**src/rtl/bullets_pool.sv**
```systemverilog
// Three-slot player bullet pool: spawns on frame pulses under a shot cooldown,
// moves bullets upward each frame, and produces a registered per-pixel drawing request.
module bullets_pool #(
  parameter int          SPEED        = 4,
  parameter int          BULLET_W     = 4,
  parameter int          BULLET_H     = 8,
  parameter int          TOP_LIMIT    = 0,
  parameter int          COOLDOWN     = 8,
  parameter logic [7:0]  BULLET_COLOR = 8'hFC
) (
  input  logic        clk,
  input  logic        resetN,
  input  logic        startOfFrame,
  input  logic        fire,
  input  logic [10:0] spawnX,
  input  logic [10:0] spawnY,
  input  logic [10:0] pixelX,
  input  logic [10:0] pixelY,
  input  logic [2:0]  collision,
  output logic [2:0]  bulletDrawingRequest,
  output logic [7:0]  bulletRGB,
  output logic [2:0]  activeMask
);

  localparam int          N_SLOTS = 3;
  localparam int          CD_W    = (COOLDOWN < 2) ? 1 : $clog2(COOLDOWN + 1);
  localparam logic [11:0] EXIT_Y  = 12'(TOP_LIMIT + SPEED);

  typedef enum logic {S_IDLE = 1'b0, S_FLYING = 1'b1} slot_state_t;

  slot_state_t       r_state [N_SLOTS];
  logic [10:0]       r_x     [N_SLOTS];
  logic [10:0]       r_y     [N_SLOTS];
  logic              r_fire_pending;
  logic [CD_W-1:0]   r_cooldown;
  logic [2:0]        r_draw_req;
  logic [7:0]        r_rgb;

  logic [2:0]        w_idle;
  logic [2:0]        w_lowest_idle;
  logic [2:0]        w_spawn_sel;
  logic [2:0]        w_hit;
  logic              w_want;
  logic              w_spawn;

  // Idleness is sampled before the edge, so a slot killed this cycle is never respawned now.
  always_comb begin
    w_idle     = '0;
    activeMask = '0;
    for (int i = 0; i < N_SLOTS; i++) begin
      w_idle[i]     = (r_state[i] == S_IDLE);
      activeMask[i] = (r_state[i] == S_FLYING);
    end
  end

  assign w_lowest_idle = w_idle & 3'(~w_idle + 3'd1);
  assign w_want        = startOfFrame & (r_fire_pending | fire) & (r_cooldown == '0);
  assign w_spawn       = w_want & (|w_idle);
  assign w_spawn_sel   = w_spawn ? w_lowest_idle : 3'b000;

  // Edges computed in 12 bits so a bullet touching X/Y 2047 does not wrap to 0.
  always_comb begin
    w_hit = '0;
    for (int i = 0; i < N_SLOTS; i++) begin
      w_hit[i] = (r_state[i] == S_FLYING)
              && ({1'b0, pixelX} >= {1'b0, r_x[i]})
              && ({1'b0, pixelX} <  ({1'b0, r_x[i]} + 12'(BULLET_W)))
              && ({1'b0, pixelY} >= {1'b0, r_y[i]})
              && ({1'b0, pixelY} <  ({1'b0, r_y[i]} + 12'(BULLET_H)));
    end
  end

  // NOTE: state registers use non-blocking assignments so every slot sees pre-edge values.
  always_ff @(posedge clk or negedge resetN) begin
    if (!resetN) begin
      for (int i = 0; i < N_SLOTS; i++) begin
        r_state[i] <= S_IDLE;
        r_x[i]     <= '0;
        r_y[i]     <= '0;
      end
    end else begin
      for (int i = 0; i < N_SLOTS; i++) begin
        if (collision[i] && (r_state[i] == S_FLYING)) begin
          r_state[i] <= S_IDLE;
        end else if (w_spawn_sel[i]) begin
          r_state[i] <= S_FLYING;
          r_x[i]     <= spawnX;
          r_y[i]     <= spawnY;
        end else if (startOfFrame && (r_state[i] == S_FLYING)) begin
          if ({1'b0, r_y[i]} >= EXIT_Y) r_y[i] <= r_y[i] - 11'(SPEED);
          else                           r_state[i] <= S_IDLE;
        end
      end
    end
  end

  // A dropped request (all slots busy) has cooldown already at 0, so saturation covers it.
  always_ff @(posedge clk or negedge resetN) begin
    if (!resetN) begin
      r_fire_pending <= 1'b0;
      r_cooldown     <= '0;
    end else begin
      if (startOfFrame)  r_fire_pending <= 1'b0;
      else if (fire)     r_fire_pending <= 1'b1;

      if (startOfFrame) begin
        if (w_spawn)                 r_cooldown <= CD_W'(COOLDOWN);
        else if (r_cooldown != '0)   r_cooldown <= r_cooldown - 1'b1;
      end
    end
  end

  always_ff @(posedge clk or negedge resetN) begin
    if (!resetN) begin
      r_draw_req <= '0;
      r_rgb      <= 8'hFF;
    end else begin
      r_draw_req <= w_hit;
      r_rgb      <= (|w_hit) ? BULLET_COLOR : 8'hFF;
    end
  end

  assign bulletDrawingRequest = r_draw_req;
  assign bulletRGB            = r_rgb;

endmodule

```
**config.mk**
```make
export PLATFORM = sky130hd
export DESIGN_NAME = bullets_pool
export DESIGN_NICKNAME = d
export VERILOG_FILES = /design/src/rtl/bullets_pool.sv
export SDC_FILE = /design/constraint.sdc
export NUM_CORES = 1
export LEC_CHECK = 0
export ABC_AREA = 0
export CAP_MARGIN = 20
export CORE_ASPECT_RATIO = 1.75
export CORE_UTILIZATION = 55
export CTS_CLUSTER_DIAMETER = 60
export CTS_CLUSTER_SIZE = 16
export DETAILED_ROUTE_END_ITERATION = 12
export PLACE_DENSITY_LB_ADDON = 0.08
export SLEW_MARGIN = 5
export SYNTH_ARGS = -nofsm -noshare
export SYNTH_HDL_FRONTEND = slang
export SYNTH_SLANG_ARGS = --single-unit
```
**constraint.sdc**
```tcl
create_clock -name clk -period 3.3 [get_ports clk]
set_input_delay 0.495 -clock clk [delete_from_list [all_inputs] [get_ports clk]]
set_output_delay 0.495 -clock clk [all_outputs]
set_load 0.01 [all_outputs]
```
# ---- Word level (Yosys, flattened, before mapping)
# Cells that the tools add are included.
dict set report classes {
  addsub 11
  n_bitwise 12
  n_mux 27
  magnitude_cmp 15
  eq_ne 3
  reduce_logical 43
}
# cell count
set ops {}
lappend ops {{11-bit 2-to-1 mux} 9}
lappend ops {{11-bit by 12-bit less-than comparator with 1-bit output} 6}
lappend ops {{11-bit greater-or-equal comparator} 6}
lappend ops {{11-bit by 3-bit adder with 12-bit output (second input constant)} 3}
lappend ops {{11-bit by 4-bit adder with 12-bit output (second input constant)} 3}
lappend ops {{11-bit by 3-bit greater-or-equal comparator with 1-bit output (second input constant)} 3}
lappend ops {{11-bit by 3-bit subtractor with 11-bit output (second input constant)} 3}
lappend ops {{1-bit logical AND} 18}
lappend ops {{2-bit nonzero test} 8}
lappend ops {{1-bit 2-to-1 mux} 14}
lappend ops {{2-bit AND reduction} 7}
lappend ops {{3-bit != test (second input constant)} 3}
lappend ops {{3-bit AND reduction} 3}
lappend ops {{3-bit nonzero test} 3}
lappend ops {{4-bit 2-to-1 mux} 2}
lappend ops {{1-bit NOT} 6}
lappend ops {{3-bit OR reduction} 2}
lappend ops {{4-bit zero test} 1}
lappend ops {{4-bit nonzero test} 1}
lappend ops {{4-bit by 1-bit subtractor with 4-bit output (second input constant)} 1}
lappend ops {{3-bit by 1-bit adder with 3-bit output (second input constant)} 1}
lappend ops {{1-bit bitwise AND} 3}
lappend ops {{3-bit bitwise AND} 1}
lappend ops {{3-bit 2-to-1 mux} 1}
lappend ops {{other kinds (3)} 3}
dict set report word_totals {
  input_bits 51
  output_inout_bits 14
  wordCells 124
  ff_bits 80
}

# ---- Longest topological paths before layout
dict set report logic_depth {
  ltp_word 7
  mapped_depth 12
  depth_no_buf 12
}

# ---- Worst setup path before layout
# Ideal clock, no wire load.
dict set report synth_timing {
  kind {reg-to-reg}
  start {reg r_x[24] (netlist bit)}
  end {reg r_rgb[0], in the netlist bulletRGB[0]}
  arrival_time_ns 2.222
  n_path_buf 0
  stages_incl_launch_ff 13
  t_required_ns 3.206
  slack_ns 0.984
  setup_time_ns 0.094
  path_cell_list {dfrtp_1 ha_1 and3_1 nand2_1 nor2_1 xnor2_1 ha_1 a21o_1 a21o_1 a221oi_2 o31ai_1 nor4_4 a311oi_1}
}
dict set report synth_via {
  elab_chain_cells 7
  word_cells_on_any_way 9
}
# element line_no
set synth_lines {}
lappend synth_lines {{from (decl)} 32} ;# logic [10:0] r_x [N_SLOTS];
lappend synth_lines {{from (signal, indexed assignment)} 87} ;# r_x[i] <= spawnX;
lappend synth_lines {{11-bit by 3-bit adder with 12-bit output / 11-bit greater-or-equal comparator (equally long branches)} {67, 66}}
lappend synth_lines {{11-bit by 12-bit less-than comparator with 1-bit output / 1-bit logical AND (equally long branches)} {67, 66}}
lappend synth_lines {{1-bit logical AND (*)} 67} ;# && ({1'b0, pixelX} < ({1'b0, r_x[i]} + 12'(BULLET_W)))
lappend synth_lines {{1-bit logical AND (*)} 68} ;# && ({1'b0, pixelY} >= {1'b0, r_y[i]})
lappend synth_lines {{1-bit logical AND (*)} 69} ;# && ({1'b0, pixelY} < ({1'b0, r_y[i]} + 12'(BULLET_H)));
lappend synth_lines {{via w_hit[0]} 42} ;# logic [2:0] w_hit;
lappend synth_lines {{3-bit OR reduction (*)} 119} ;# r_rgb <= (|w_hit) ? BULLET_COLOR : 8'hFF;
lappend synth_lines {{2-bit 2-to-1 mux (*)} 119}
lappend synth_lines {{to (signal assigned)} 119}
lappend synth_lines {{to (decl)} 37} ;# logic [7:0] r_rgb;
# The timed path passes the listed nets; every way through them passes the cells marked *.
# A chain may end at the register's enable or synchronous reset.

# ---- Worst setup path in the final report
dict set report layout_timing {
  start {reg r_x[2] (netlist bit)}
  end {reg r_rgb[0], in the netlist bulletRGB[0]}
}
# The elaborated chain is that of the path after synthesis.

==> impl_metrics.yaml <==
synth:
  yosys.area.top_type: "dfrtp_1"
  synth_seq_area_share_pct: 27.0
  async_flop_share_pct: 100
  ys_top_cells_by_count: "ha_1, dfrtp_1, inv_1"
  synthFlopType: "dfrtp_1"
  netlist_instances: 808
  yosys-top-cells-area: "dfrtp_1, ha_1, xnor2_1, inv_1, a21oi_1"
  syn_area_per_cell_um2: 8.96
  synth_area_um2: 7240
  ys_ff_latch: 78
  yosys_warnings: 0
  synth_cell_types: 66
  synth_edf_count: 0
  yosysTopAreaCellShare_pct: 26.6
  synth_most_common_cell: "ha_1"
worst_setup_path:
  ff2ff_setup_slack_ps: 470
  r2r-end: "bulletRGB[0]"
  crit_path_end_kind: "flip-flop"
  cp_max_fo: 6
  r2r_cells: 11
  critPathRequiredTime_ps: 3550
  reg2reg_from: "r_x[2]"
  worst_ep_arrival_time_ps: 3080
  path_class: "flip-flop to flip-flop"
  worst_setup_path_start_kind: "flip-flop"
floorplan:
  die-width_um: 88.7
  core_um2: 12900
  die_area_um2: 13600
  ioPinCount: 65
  initial_core_util_pct: 56.2
  dieHeight_um: 154
  core.rowCount: 55
clock_network:
  cts_tree: "done"
  cts_root_buf: "clkbuf_16"
  cts_buffers: 9
  htreeDepth: 3
  clock_sinks: 78
  cts.clk_slew.worst_paths_ps: 70
  clock_path_buffers: 2
  clk_latency_ps: 340
  cts_setup_buffers: 0
cells_and_area:
  final_cell_area_um2: 8300
  area_growth_pct: 14.6
  fin_nets: 1053
  diodes: 0
  drive_above_1_share_pct: 7.23
global_routing:
  gr-total-overflow: 0
  grt_pass1_wl_um: 32200
  antenna_found_initial: 0
  grt_max_degree: 79
  grtUsageTotal_pct: 31.5
  grt_pass1_vias: 6361
min_path:
  min_from: "r_fire_pending"
  hp-class: "flip-flop to flip-flop"
  hold_end: "r_fire_pending"
  hold_depth: 2
timing:
  grt_setup_unrepaired: "false"
  period_share_pct: 85.8
  setup_viol: 0
  fmax_mhz: 353
  max_slew_margin_pct: 59.4
  worst_slack_ps: 469
  drv_slew: 0
  hold_viol_final: 0
  whs_ps: 502
  finalCriticalPeriod_ps: 2830
  tns_ps: 0
  fin_skew_ps: 8.71
  worst_slew_pin_slew_ps: 594
route:
  dr.pass1.iters: 5
  drt-total-wl_um: 20100
  antenna_left: 0
  wire_per_inst_um: 19.3
  avgViaCountPerCell: 5.97
  drc: 0
  drt_iter0_drc: 176
  vias: 6218
pwr:
  vdd_ir_drop_max_mv: 0.355
  power_density_nw_per_um2: 647
  power.leakage_nw: 3.80
job:
  maxCapViolations: 0
placed_design:
  pre_cts_ws_ps: 352
  post_dp_cell_area_um2: 7960
  dp_hpwl_um: 16100
  place_congestion: 0.937
  io_buffers: 58
status:
  outcome: "finished, final reports clean"
## report_power, final
part / total [W] / internal (W) / switching, W
Sequential: 0.00159 / 0.00125 / 0.000340
Clock: 0.00102 / 0.000592 / 0.000432
Combinational: 0.00276 / 0.00121 / 0.00154
## worst max path at each step
stage	to	slack (ps)	startpoint	cells past startpoint
floorplan	bulletRGB[0]	980	r_x[24]	12
detailed placement	bulletRGB[0]	350	pixelX[4]	7
global route	bulletRGB[0]	380	r_x[2]	11
CTS	bulletRGB[0]	570	r_x[24]	11
global placement	bulletRGB[0]	400	pixelX[4]	7
finish	bulletRGB[0]	470	r_x[2]	11
## flip-flops by register name (all words and copies together) (netlist names)
register,cells
activeMask,3
r_y,33
r_fire_pending,1
bulletDrawingRequest,3
r_cooldown,4
r_x,33
bulletRGB,1
## repair_timing
action,CTS,global route
setup endpoints to repair,0,0
resized for setup,0,0
hold endpoints to repair,0,10
hold buffers,0,1
## cell usage in the layout (no fill, tap or decap), types with 9 or more instances in the layout
| cell type | instances |
|---|---|
| mux2_4 | 10 |
| nand4_1 | 19 |
| and3_1 | 10 |
| clkdlybuf4s50_1 | 57 |
| a21o_1 | 22 |
| mux2_2 | 11 |
| nor2b_1 | 13 |
| xnor2_1 | 56 |
| o21ai_0 | 47 |
| nor3_1 | 11 |
| ha_1 | 136 |
| clkbuf_16 | 9 |
| buf_4 | 9 |
| nand2_1 | 61 |
| nor2_1 | 43 |
| o21ai_1 | 12 |
| dfrtp_1 | 77 |
| a21oi_1 | 52 |
| inv_1 | 77 |
| nand3_1 | 33 |
## metrics by stage
step           total power [W]  std cells  util, %
2_1_floorplan          0.00351        813        -
3_5_place_dp           0.00432       1024     61.9
6_report               0.00537       1042     64.5
5_1_grt                0.00584       1042     64.5
4_1_cts                0.00538       1040     64.2
3_3_place_gp           0.00419       1024     61.9
## critical path: stages, from the launching register on
cell	delay (ps)
dfrtp_1	490
and3_1	250
nand3_1	150
nor3_1	220
xnor2_1	150
ha_1	260
a21o_1	160
a21oi_1	220
o22a_1	180
nand4_1	120
nor4_1	420
a311oi_1	100
## kinds of logic after synthesis
kind of cell / synth area share (%)
flops: 27.0
simple gates: 16.3
xor+xnor: 6.78
other cells: 0.0518
fa+ha+maj: 23.5
mux: 3.92
compound gates: 16.3
buf+inv: 6.14
## final cells by class
| cell class | count | area (µm²) |
|---|---|---|
| Clock buffer | 10 | 229 |
| Clock inverter | 6 | 71.3 |
| Fill cell | 1122 | 4570 |
| Inverter | 77 | 289 |
| Multi-Input combinational cell | 632 | 4870 |
| Sequential cell | 78 | 1950 |
| Tap cell | 171 | 214 |
| Timing Repair Buffer | 68 | 676 |
## layer usage
| layer | vias to the layer above | GRT usage [%] | wire (µm) |
|---|---|---|---|
| met5 | - | 0 | 0 |
| met4 | 0 | 19.1 | 1130 |
| met3 | 61 | 4.83 | 612 |
| met2 | 165 | 56.8 | 10900 |
| met1 | 2985 | 33.0 | 7400 |
| li1 | 3007 | - | - |
Power figures use the tool's default switching activity.
